===== config.mk =====
export PLATFORM = sky130hd
export DESIGN_NAME = rs_syndrome_calc
export DESIGN_NICKNAME = d
export VERILOG_FILES = /design/src/rtl/rs_pkg.sv /design/src/rtl/gf_const_mul.sv /design/src/rtl/rs_syndrome_calc.sv
export SDC_FILE = /design/constraint.sdc
export NUM_CORES = 1
export LEC_CHECK = 0
export CAP_MARGIN = 40
export CORE_UTILIZATION = 58
export DETAILED_ROUTE_END_ITERATION = 10
export GPL_TIMING_DRIVEN = 0
export PLACE_DENSITY = 0.81
export SLEW_MARGIN = 0
export SYNTH_ARGS = -nofsm -noshare
export SYNTH_HDL_FRONTEND = slang
export SYNTH_HIERARCHICAL = 1
export SYNTH_SLANG_ARGS = --single-unit

===== constraint.sdc =====
create_clock -name Clk -period 3.4 [get_ports Clk]
set_input_delay 0.85 -clock Clk [delete_from_list [all_inputs] [get_ports Clk]]
set_output_delay 0.85 -clock Clk [all_outputs]
set_load 0.1 [all_outputs]

===== src/rtl/rs_pkg.sv =====
// Shared GF(2^8) constants, helper functions and FSM encoding for the RS syndrome calculator.
package rs_pkg;

  localparam logic [8:0] GF_POLY     = 9'h11D;
  localparam int         N_DEFAULT   = 204;
  localparam int         T_DEFAULT   = 8;
  localparam int         FCR_DEFAULT = 0;

  typedef enum logic {
    IDLE  = 1'b0,
    ACCUM = 1'b1
  } state_t;

  // Multiply by alpha (x): shift left and fold bit 8 back in through the field polynomial.
  function automatic logic [7:0] gf_xtime(input logic [7:0] a, input logic [8:0] poly);
    return {a[6:0], 1'b0} ^ (a[7] ? poly[7:0] : 8'h00);
  endfunction

  function automatic logic [7:0] alpha_pow(input int k, input logic [8:0] poly);
    logic [7:0] v;
    v = 8'h01;
    for (int i = 0; i < (k % 255); i++) begin
      v = gf_xtime(v, poly);
    end
    return v;
  endfunction

endpackage


===== src/rtl/gf_const_mul.sv =====
// Combinational GF(2^8) multiply by a constant; the constant's x^i multiples form the XOR network.
module gf_const_mul #(
  parameter logic [7:0] CONST = 8'h01,
  parameter logic [8:0] POLY  = rs_pkg::GF_POLY
) (
  input  logic [7:0] a,
  output logic [7:0] p
);
  import rs_pkg::*;

  logic [7:0] col [8];
  logic [7:0] pp  [8];

  assign col[0] = CONST;

  genvar gi;
  generate
    for (gi = 1; gi < 8; gi++) begin : g_col
      assign col[gi] = gf_xtime(col[gi-1], POLY);
    end
    for (gi = 0; gi < 8; gi++) begin : g_pp
      assign pp[gi] = a[gi] ? col[gi] : 8'h00;
    end
  endgenerate

  always_comb begin
    p = 8'h00;
    for (int i = 0; i < 8; i++) begin
      p = p ^ pp[i];
    end
  end

endmodule


===== src/rtl/rs_syndrome_calc.sv =====
// Reed-Solomon syndrome calculator: Horner evaluation of 2T syndromes, one symbol per cycle.
module rs_syndrome_calc #(
  parameter int         N       = rs_pkg::N_DEFAULT,
  parameter int         T       = rs_pkg::T_DEFAULT,
  parameter logic [8:0] GF_POLY = rs_pkg::GF_POLY,
  parameter int         FCR     = rs_pkg::FCR_DEFAULT
) (
  input  logic              Clk,
  input  logic              Reset,
  input  logic              in_valid,
  input  logic              in_sof,
  input  logic [7:0]        in_data,
  output logic              synd_valid,
  output logic [16*T-1:0]   synd_out,
  output logic              synd_nonzero,
  output logic              frame_err,
  output logic              busy
);
  import rs_pkg::*;

  localparam int              NS   = 2 * T;
  localparam int              CW   = $clog2(N);
  localparam logic [CW-1:0]   LAST = CW'(N - 1);

  state_t            state_reg;
  logic [CW-1:0]     cnt_reg;
  logic [8*NS-1:0]   acc_reg;
  logic [8*NS-1:0]   prod;
  logic [8*NS-1:0]   horner_next;
  logic [8*NS-1:0]   load_next;
  logic [8*NS-1:0]   synd_reg;
  logic              synd_valid_reg;
  logic              synd_nonzero_reg;
  logic              frame_err_reg;
  logic              last_sym;

  genvar gi;
  generate
    for (gi = 0; gi < NS; gi++) begin : g_synd
      gf_const_mul #(
        .CONST (alpha_pow(FCR + gi, GF_POLY)),
        .POLY  (GF_POLY)
      ) u_mul (
        .a (acc_reg[8*gi +: 8]),
        .p (prod[8*gi +: 8])
      );
      assign horner_next[8*gi +: 8] = prod[8*gi +: 8] ^ in_data;
      assign load_next[8*gi +: 8]   = in_data;
    end
  endgenerate

  assign last_sym = (cnt_reg == LAST);

  // Accumulators and result registers are separate so a new frame can start
  // while the previous frame's syndromes are still being presented.
  always_ff @(posedge Clk) begin
    if (Reset) begin
      state_reg        <= IDLE;
      cnt_reg          <= '0;
      acc_reg          <= '0;
      synd_reg         <= '0;
      synd_valid_reg   <= 1'b0;
      synd_nonzero_reg <= 1'b0;
      frame_err_reg    <= 1'b0;
    end else begin
      synd_valid_reg <= 1'b0;
      frame_err_reg  <= 1'b0;
      case (state_reg)
        IDLE: begin
          if (in_valid) begin
            if (in_sof) begin
              acc_reg   <= load_next;
              cnt_reg   <= CW'(1);
              state_reg <= ACCUM;
            end else begin
              frame_err_reg <= 1'b1;
            end
          end
        end
        ACCUM: begin
          if (in_valid) begin
            if (in_sof) begin
              // Early SOF: abandon the partial frame and restart on this symbol.
              frame_err_reg <= 1'b1;
              acc_reg       <= load_next;
              cnt_reg       <= CW'(1);
            end else begin
              acc_reg <= horner_next;
              if (last_sym) begin
                synd_reg         <= horner_next;
                synd_nonzero_reg <= |horner_next;
                synd_valid_reg   <= 1'b1;
                cnt_reg          <= '0;
                state_reg        <= IDLE;
              end else begin
                cnt_reg <= cnt_reg + CW'(1);
              end
            end
          end
        end
        default: state_reg <= IDLE;
      endcase
    end
  end

  assign synd_valid   = synd_valid_reg;
  assign synd_out     = synd_reg;
  assign synd_nonzero = synd_nonzero_reg;
  assign frame_err    = frame_err_reg;
  assign busy         = (state_reg == ACCUM);

endmodule

# Yosys cells after proc, flatten, opt, wreduce, memory -nomap -nowiden
# Index checks and enable logic that the tools add are counted.
# classes
shifts	0
n_lt_le_gt_ge	0
n_reduce_logical	4
n_mul	0
mux	149
n_div	0
bitwise	131
addsub	1
n_eq_ne	4
# ops
cell	n
$mux W128	4
$mux W8	47
$xor A8 B8 Y8	42
$pmux W128 S2	1
$mux W7	28
$mux W6	27
$xor A8 B6 Y8	17
$reduce_or A128 Y1	1
$xor A8 B7 Y8	16
$xor A8 B5 Y8	14
$mux W5	21
$xor A7 B8 Y8	12
$xor A6 B7 Y7	10
$xor A5 B6 Y6	7
$xor A4 B5 Y5	4
$mux W4	4
$pmux W8 S2	1
$xor A3 B4 Y4	3
$mux W1	9
$mux W3	3
$add A8 B1 Y8 const B	1
$eq A8 B8 Y1 const B	1
$ne A2 B2 Y1 const B	3
$xor A2 B3 Y3	2
other kinds (7)	11
# totals
word_cells	296
rom_bits	0
ff_bits	268
memories	0
latchBits	0
mem_bits_rw	0

# Depth between registers and ports, before layout
# Gate-level depths: netlist of the first run.
# logic_depth
word_depth	12
mapped_depth	9

# Cells and area by module
# The synthesis of the first run kept the hierarchy.
# modules_own_cells
mod	seq_area_each_um2	area_each_um2	instances	cells_each
rs_syndrome_calc	5365.1	12567.1	1	1465
gf_const_mul at g_synd[15].u_mul	0.0	168.9	1	16
gf_const_mul at g_synd[11].u_mul	0.0	166.4	1	15
gf_const_mul at g_synd[9].u_mul	0.0	162.7	1	16
gf_const_mul at g_synd[13].u_mul	0.0	161.4	1	16
gf_const_mul at g_synd[10].u_mul	0.0	160.2	1	14
gf_const_mul at g_synd[12].u_mul	0.0	157.7	1	14
gf_const_mul at g_synd[14].u_mul	0.0	157.7	1	13
gf_const_mul at g_synd[8].u_mul	0.0	153.9	1	16
gf_const_mul at g_synd[7].u_mul	0.0	147.6	1	16
gf_const_mul at g_synd[6].u_mul	0.0	138.9	1	15
gf_const_mul at g_synd[5].u_mul	0.0	120.1	1	13
gf_const_mul at g_synd[4].u_mul	0.0	110.1	1	12
gf_const_mul at g_synd[3].u_mul	0.0	100.1	1	11
3 more rows	-	-	-	-

# Least setup slack after synthesis of the first run
# OpenSTA, ideal clock, no wires.
# synth_timing
path_type	register -> register
start	register acc_reg[94]
end	register synd_nonzero_reg (netlist: synd_nonzero)
stages_incl_launch_ff	9
synth_period_minus_slack_ps	2387
t_arrival_ps	2255
setup_time_ps	131
n_path_buf	0
path_slack_ps	1013
path_cell_list	dfxtp_1 -> xnor3_1 -> xnor2_1 -> or4_1 -> nor2_1 -> a31oi_1 -> or4_1 -> nor3_1 -> a211oi_1
# synth_between
elab_chain_cells	5
# synth_rtl
element	line	text
from (decl)	rs_syndrome_calc.sv:27	logic [8*NS-1:0] acc_reg;
from (signal assigned)	rs_syndrome_calc.sv:72	acc_reg <= load_next;
from (signal assigned)	rs_syndrome_calc.sv:85	acc_reg <= load_next;
from (signal assigned)	rs_syndrome_calc.sv:88	acc_reg <= horner_next;
$mux W8	gf_const_mul.sv:22	assign pp[gi] = a[gi] ? col[gi] : 8'h00;
$xor A8 B8 Y8	gf_const_mul.sv:29	p = p ^ pp[i];
$xor A8 B6 Y8	gf_const_mul.sv:29	
net prod[95]	rs_syndrome_calc.sv:28	logic [8*NS-1:0] prod;
$xor A8 B8 Y8	rs_syndrome_calc.sv:47	assign horner_next[8*gi +: 8] = prod[8*gi +: 8] ^ in_data;
$reduce_or A128 Y1	rs_syndrome_calc.sv:91	synd_nonzero_reg <= |horner_next;
to (signal assigned)	rs_syndrome_calc.sv:91	
to (decl)	rs_syndrome_calc.sv:33	logic synd_nonzero_reg;
# The timed path passes the listed nets, and every way through them passes these cells.
# A chain may end at the register's enable or synchronous reset.

# Worst setup path in the final report of the first run
# layout_timing
start	input port in_data[6]
end	register synd_nonzero_reg (netlist: synd_nonzero)
# layout_between
elab_chain_cells	2
word_cells_on_any_way	17
classes_between	bitwise: 16; reduce/logical: 1
# layout_rtl
element	line	text
from (decl)	rs_syndrome_calc.sv:12	input logic [7:0] in_data,
$xor A8 B8 Y8	rs_syndrome_calc.sv:47	
$reduce_or A128 Y1 *	rs_syndrome_calc.sv:91	
# Every way passes the cells marked *; elsewhere a longest branch is shown, timed or not.

==> flow_summary.yaml, run 1 <==
outcome:
  status: "completed"
placement:
  dpl.cell_count: 2278
  hpwl_um: 38500
  place_congestion: 0.977
  dp_worst_setup_slack_ps: -434
  port_buffers: 141
cts:
  root_buffer: "clkbuf_16"
  cts.clk_slew.worst_paths_ps: 70
  cts_tree: "yes"
  cts_resized: 0
  clkLatencyLatePin_ps: 550
  postCtsSetupBuffers: 0
  cts.path.max_buffers: 3
  holdBufCountCts: 0
  numCtsBuffers: 29
  cts_sinks: 268
  htree_levels: 1
worst_setup_path:
  crit_family: "buffers and inverters"
  crit_chain: "clkdlybuf4s50_1 > buf_2 > clkbuf_4 > xnor2_1 > nand4_1 > nor4_2 > nand2_1 > nor3_1 > a211oi_1"
  critPathLaunchType: "input port"
  path_max_fanout: 10
  slowest_delay_ps: 540
  cp.arrival_ps: 3710
  critPathKind: "in -> reg"
  required_ps: 3830
  critPathBufInv: 3
  crit_slowest_cell: "clkdlybuf4s50_1"
  crit_path_end_kind: "flip-flop"
floorplanning:
  die_area_um2: 26000
  dieWidth_um: 161
  initial_core_util: 0.597
  coreArea_um2: 24600
  die_h_um: 161
  ioPinCount: 144
  placementRows: 57
global_route:
  gr-total-overflow: 0
  grt_max_degree: 15
  grt_first_pass_wirelength_um: 80900
  antenna_found_initial: 1
  grt_pass1_vias: 14100
  grt_use_total: 0.406
logic_synthesis:
  async_flop_share: 0
  synth.avg_cell_area_um2: 8.77
  synth_cells: 1676
  synth_edf_count: 0
  syn-cell-area_um2: 14700
  ys.flop_type: "dfxtp_1"
  ys_seq_area_frac: 0.365
  syn_nets: 1689
  yosys_warnings: 6
  ys_types: 41
  ys_ff_latch: 268
detailed_routing:
  drt_wl_total_um: 53500
  wl_met1_um: 19500
  dr_wl_met2_um: 24600
  drt_iter0_drc: 1723
  vias: 14300
  drc_errors: 0
  avgRoutedWirePerCell_um: 23.0
  met3_length_um: 5610
  vias_per_cell: 6.13
  first_pass_iters: 5
  dr.max_layer_used: "met4"
  antenna_left: 0
timing:
  worstMarginPinSlew_ps: 886
  setup_viol: 0
  rsz0062_at_grt: "false"
  min_period_over_period: 0.965
  hold_viol: 0
  fmax_mhz: 305
  setup_slack_ps: 119
  fin_skew_ps: 10.0
  min_period_ps: 3280
  maxSlewViolCount: 0
  slew-limit-headroom: 0.405
final_layout:
  layout.cells.non_filler: 2327
  drive_gt1_frac: 0.148
  fin_nets: 1998
  antenna_cells: 0
  area_delta_synth_final_pct: 33.5
  final_common_cell: "nor2_1"
  final_cell_mix: "nor2_1 (270), dfxtp_1 (268), a211oi_1 (257)"
  final_core_util: 0.797
power:
  pwr_density_cell_nw_per_um2: 449
  p_leak_nw: 7.00
  ir_drop_mv: 0.311
worst_hold_path:
  hold_class: "reg -> reg"
job:
  drv_cap: 0
==> layer usage <==
| layer | vias to the layer above | GRT usage |
|---|---|---|
| met1 | 6753 | 0.472 |
| met5 | - | 0 |
| li1 | 6281 | - |
| met2 | 952 | 0.671 |
| met4 | 0 | 0.268 |
| met3 | 280 | 0.0937 |
==> tightest hold or removal path, delay by kind of cell (launching register included) <==
family           cells  cell delay, ps
AND/OR/NAND/NOR      1              90
AO/OA/AOI/OAI        1              50
flip-flops           1             310
==> final timing paths <==
check / slack, ps / start / cells after the start / endpoint
worst max-delay path: 120 / in_data[6] / 9 / synd_nonzero
worst min-delay path: 500 / synd_out[17] / 2 / synd_out[17]
worst max register to register: 480 / cnt_reg[0] / 9 / synd_out[28]
worst min register to register: 500 / synd_out[17] / 2 / synd_out[17]
==> cell families (layout without fill, tap and decap cells) <==
group	Yosys count	after routing	share of synthesized area
AOI/OAI and AO/OA	292	292	0.146
adders and majority gates	1	1	0.000852
DFF	268	268	0.365
xor gates and xnor gates	444	444	0.285
buffers and inverters	159	486	0.0543
and+or+nand+nor	511	511	0.148
muxes	1	1	0.000681
==> cell usage after synthesis (3+ instances only) <==
cell type,count,area share
buf_2,69,0.024
nor2b_1,4,0.0017
dfxtp_1,268,0.37
xor2_1,178,0.11
xnor3_1,8,0.012
nand3_1,6,0.0020
or4_1,6,0.0031
buf_4,24,0.012
o21ai_0,7,0.0024
xnor2_1,239,0.14
nor2_1,270,0.069
o22ai_1,11,0.0047
xor3_1,5,0.0081
nand4_1,18,0.0077
xor2_2,6,0.0066
nor3b_1,5,0.0026
nor4_1,5,0.0021
nor3_1,24,0.0082
and3_1,31,0.013
a31oi_1,3,0.0013
xnor2_2,6,0.0066
nand2_1,134,0.034
a21oi_1,8,0.0027
clkbuf_1,53,0.014
or3_1,4,0.0017
a211oi_1,257,0.13
buf_1,10,0.0026
==> report_power, final <==
group / switching, mW / internal [mW]
Clock: 1.35 / 1.66
Sequential: 0.160 / 3.27
Combinational: 1.48 / 0.898
==> layout make-up <==
type,count,area (um2)
clock buffers,38,810
clock inverters,11,67.6
flip-flops and latches,268,5370
fillers,1500,4990
repair buffers,278,3630
well taps,324,405
multi-input cells,1249,8530
plain buffers,159,801
==> stage by stage <==
stage          instance area, um2  hold slack, ps  TNS (ps)  power, mW
2_1_floorplan               14700             458         0       5.10
3_3_place_gp                16500             480    -27470       5.67
3_5_place_dp                18700             491      -443       5.73
4_1_cts                     19600             499         0       8.66
5_1_grt                     19600             516         0       9.00
6_report                    19600             497         0       8.81
(Power assumes the default switching activity.)
==> run 2, diff against run 1 <==
==> constraint.sdc (replaced) <==
create_clock -name Clk -period 3.4 [get_ports Clk]
set_input_delay 0.85 -clock Clk [delete_from_list [all_inputs] [get_ports Clk]]
set_output_delay 0.85 -clock Clk [all_outputs]
set_load 0.02 [all_outputs]
==> run 2 against run 1 <==
Critical endpoint unchanged. Global-route usage down 4.4 points. First-iteration DRC count shrank 24%. Via count is 7.6% lower. Core utilization decreased by 8.4 points. Sequential cell count is the same. Setup slack got worse by 100 ps. Largest cell class unchanged. Register-to-register slack gained 30 ps. Critical path depth is the same.
==> flow_summary.yaml, run 2 (same netlist as run 1, synthesis figures left out) <==
global_route:
  met3_usage: 0.0663
  grt_pass1_vias: 12600
  grt_max_degree: 14
  antenna_found_initial: 0
  globalRouteMet2Util: 0.569
  gr-total-overflow: 0
  busiest_layer: "met2"
  grtUsageMet1: 0.469
  grt_first_pass_wirelength_um: 72600
  grt_use_total: 0.362
floorplanning:
  die_h_um: 161
  ioPinCount: 144
  initial_core_util: 0.597
  coreArea_um2: 24600
  dieWidth_um: 161
  placementRows: 57
  die_area_um2: 26000
worst_setup_path:
  cpMostUsedCell: "buf_2"
  cp.arrival_ps: 3810
  slowest_delay_ps: 520
  crit_chain: "clkdlybuf4s50_1 > buf_2 > buf_2 > xnor2_1 > nand4_1 > nor4_2 > nand2_1 > nor3_1 > a211oi_1"
  r2r_slack_ps: 510
  crit_slowest_cell: "clkdlybuf4s50_1"
  timing.rr.start: "cnt_reg[0]"
  required_ps: 3830
  crit_path_end_kind: "flip-flop"
  path_max_fanout: 10
  critPathLaunchType: "input port"
  regToRegEndpoint: "synd_out[36]"
  ff2ff_path_depth: 9
  critPathKind: "in -> reg"
cts:
  clkLatencyLatePin_ps: 550
  cts.clk_slew.worst_paths_ps: 70
  postCtsSetupBuffers: 0
  root_buffer: "clkbuf_16"
  cts_tree: "yes"
  numCtsBuffers: 28
  htree_levels: 1
  cts_resized: 0
  cts.path.max_buffers: 3
  cts_sinks: 268
  holdBufCountCts: 0
placement:
  dp_worst_setup_slack_ps: -426
  port_buffers: 141
  place_area_um2: 16600
  hpwl_um: 34000
  place_congestion: 0.977
detailed_routing:
  first_pass_iters: 6
  vias_per_cell: 6.00
  antenna_left: 0
  drc_errors: 0
  vias: 13200
  avgRoutedWirePerCell_um: 21.7
  drt_iter0_drc: 1302
  drt_wl_total_um: 47600
job:
  drv_cap: 0
timing:
  maxSlewViolCount: 0
  slew-limit-headroom: 0.362
  holdWs_ps: 498
  hold_viol: 0
  rsz0062_at_grt: "false"
  setup_tns_ps: 0
  worstMarginPinSlew_ps: 950
  fin_skew_ps: 13.8
  setup_slack_ps: 16.1
  min_period_over_period: 0.995
  setup_viol: 0
  fmax_mhz: 296
  min_period_ps: 3380
power:
  ir_drop_mv: 0.488
  p_leak_nw: 6.04
  pwr_density_cell_nw_per_um2: 511
worst_hold_path:
  holdPathEnd: "synd_out[82]"
  worstHoldStart: "synd_out[82]"
  hold_class: "reg -> reg"
  whs_path_depth: 2
final_layout:
  drive_gt1_frac: 0.0880
  area_delta_synth_final_pct: 19.5
  fin_nets: 1865
  antenna_cells: 0
  fin_area_um2: 17600
  final_common_cell: "nor2_1"
  final_cell_mix: "nor2_1 (270), dfxtp_1 (268), a211oi_1 (257)"
outcome:
  status: "completed"
run 2: cell count changes in the layout (fill, tap and decap cells not counted), moves of 2 or more:
| cell | before | now |
|---|---|---|
| bufinv_16 | 0 | 3 |
| clkbuf_1 | 57 | 59 |
| clkinvlp_4 | 2 | 0 |
| buf_8 | 123 | 4 |
| buf_16 | 13 | 0 |
run 2: cell type report:
type	instances	area [um2]
clock buffer	41	831
clock inverter	11	134
buffer	159	798
fill	1899	7050
tap	324	405
sequential	268	5370
timing repair buffer	146	1480
multi-input combinational	1249	8530
run 2: worst max-delay path by stage:
stage | from | to | slack [ps]
2_1_floorplan | acc_reg[94] | synd_nonzero | 1010
3_5_place_dp | in_data[6] | synd_nonzero | -430
3_3_place_gp | in_data[6] | synd_nonzero | -340
4_1_cts | in_data[6] | synd_nonzero | 80
5_1_grt | in_data[6] | synd_nonzero | 30
6_report | in_data[6] | synd_nonzero | 20
run 2: power by group:
| part | switching [mW] | total (mW) | internal, mW |
|---|---|---|---|
| Sequential | 0.158 | 3.42 | 3.27 |
| Clock | 1.31 | 3.23 | 1.92 |
| Combinational | 1.43 | 2.32 | 0.894 |
run 2: metal layers:
metal / part of all wire / wire length, um / vias up
met2: 0.44 / 21100 / 712
met1: 0.41 / 19300 / 6263
met3: 0.093 / 4430 / 190
met4: 0.059 / 2810 / 0
li1: - / - / 6021
met5: 0 / 0 / -
run 2: stage by stage:
step | cells | util | power (mW)
6_report | 2198 | 0.713 | 8.98
2_1_floorplan | 1676 | - | 5.09
3_5_place_dp | 2146 | 0.674 | 5.71
3_3_place_gp | 2141 | 0.671 | 5.66
4_1_cts | 2198 | 0.713 | 8.88
5_1_grt | 2198 | 0.713 | 9.22
run 2: critical path: cells and delay by family:
family	cells	cell delay [ps]
simple gates	4	1220
compound gates	1	110
buf+inv	3	1370
xor+xnor	1	240
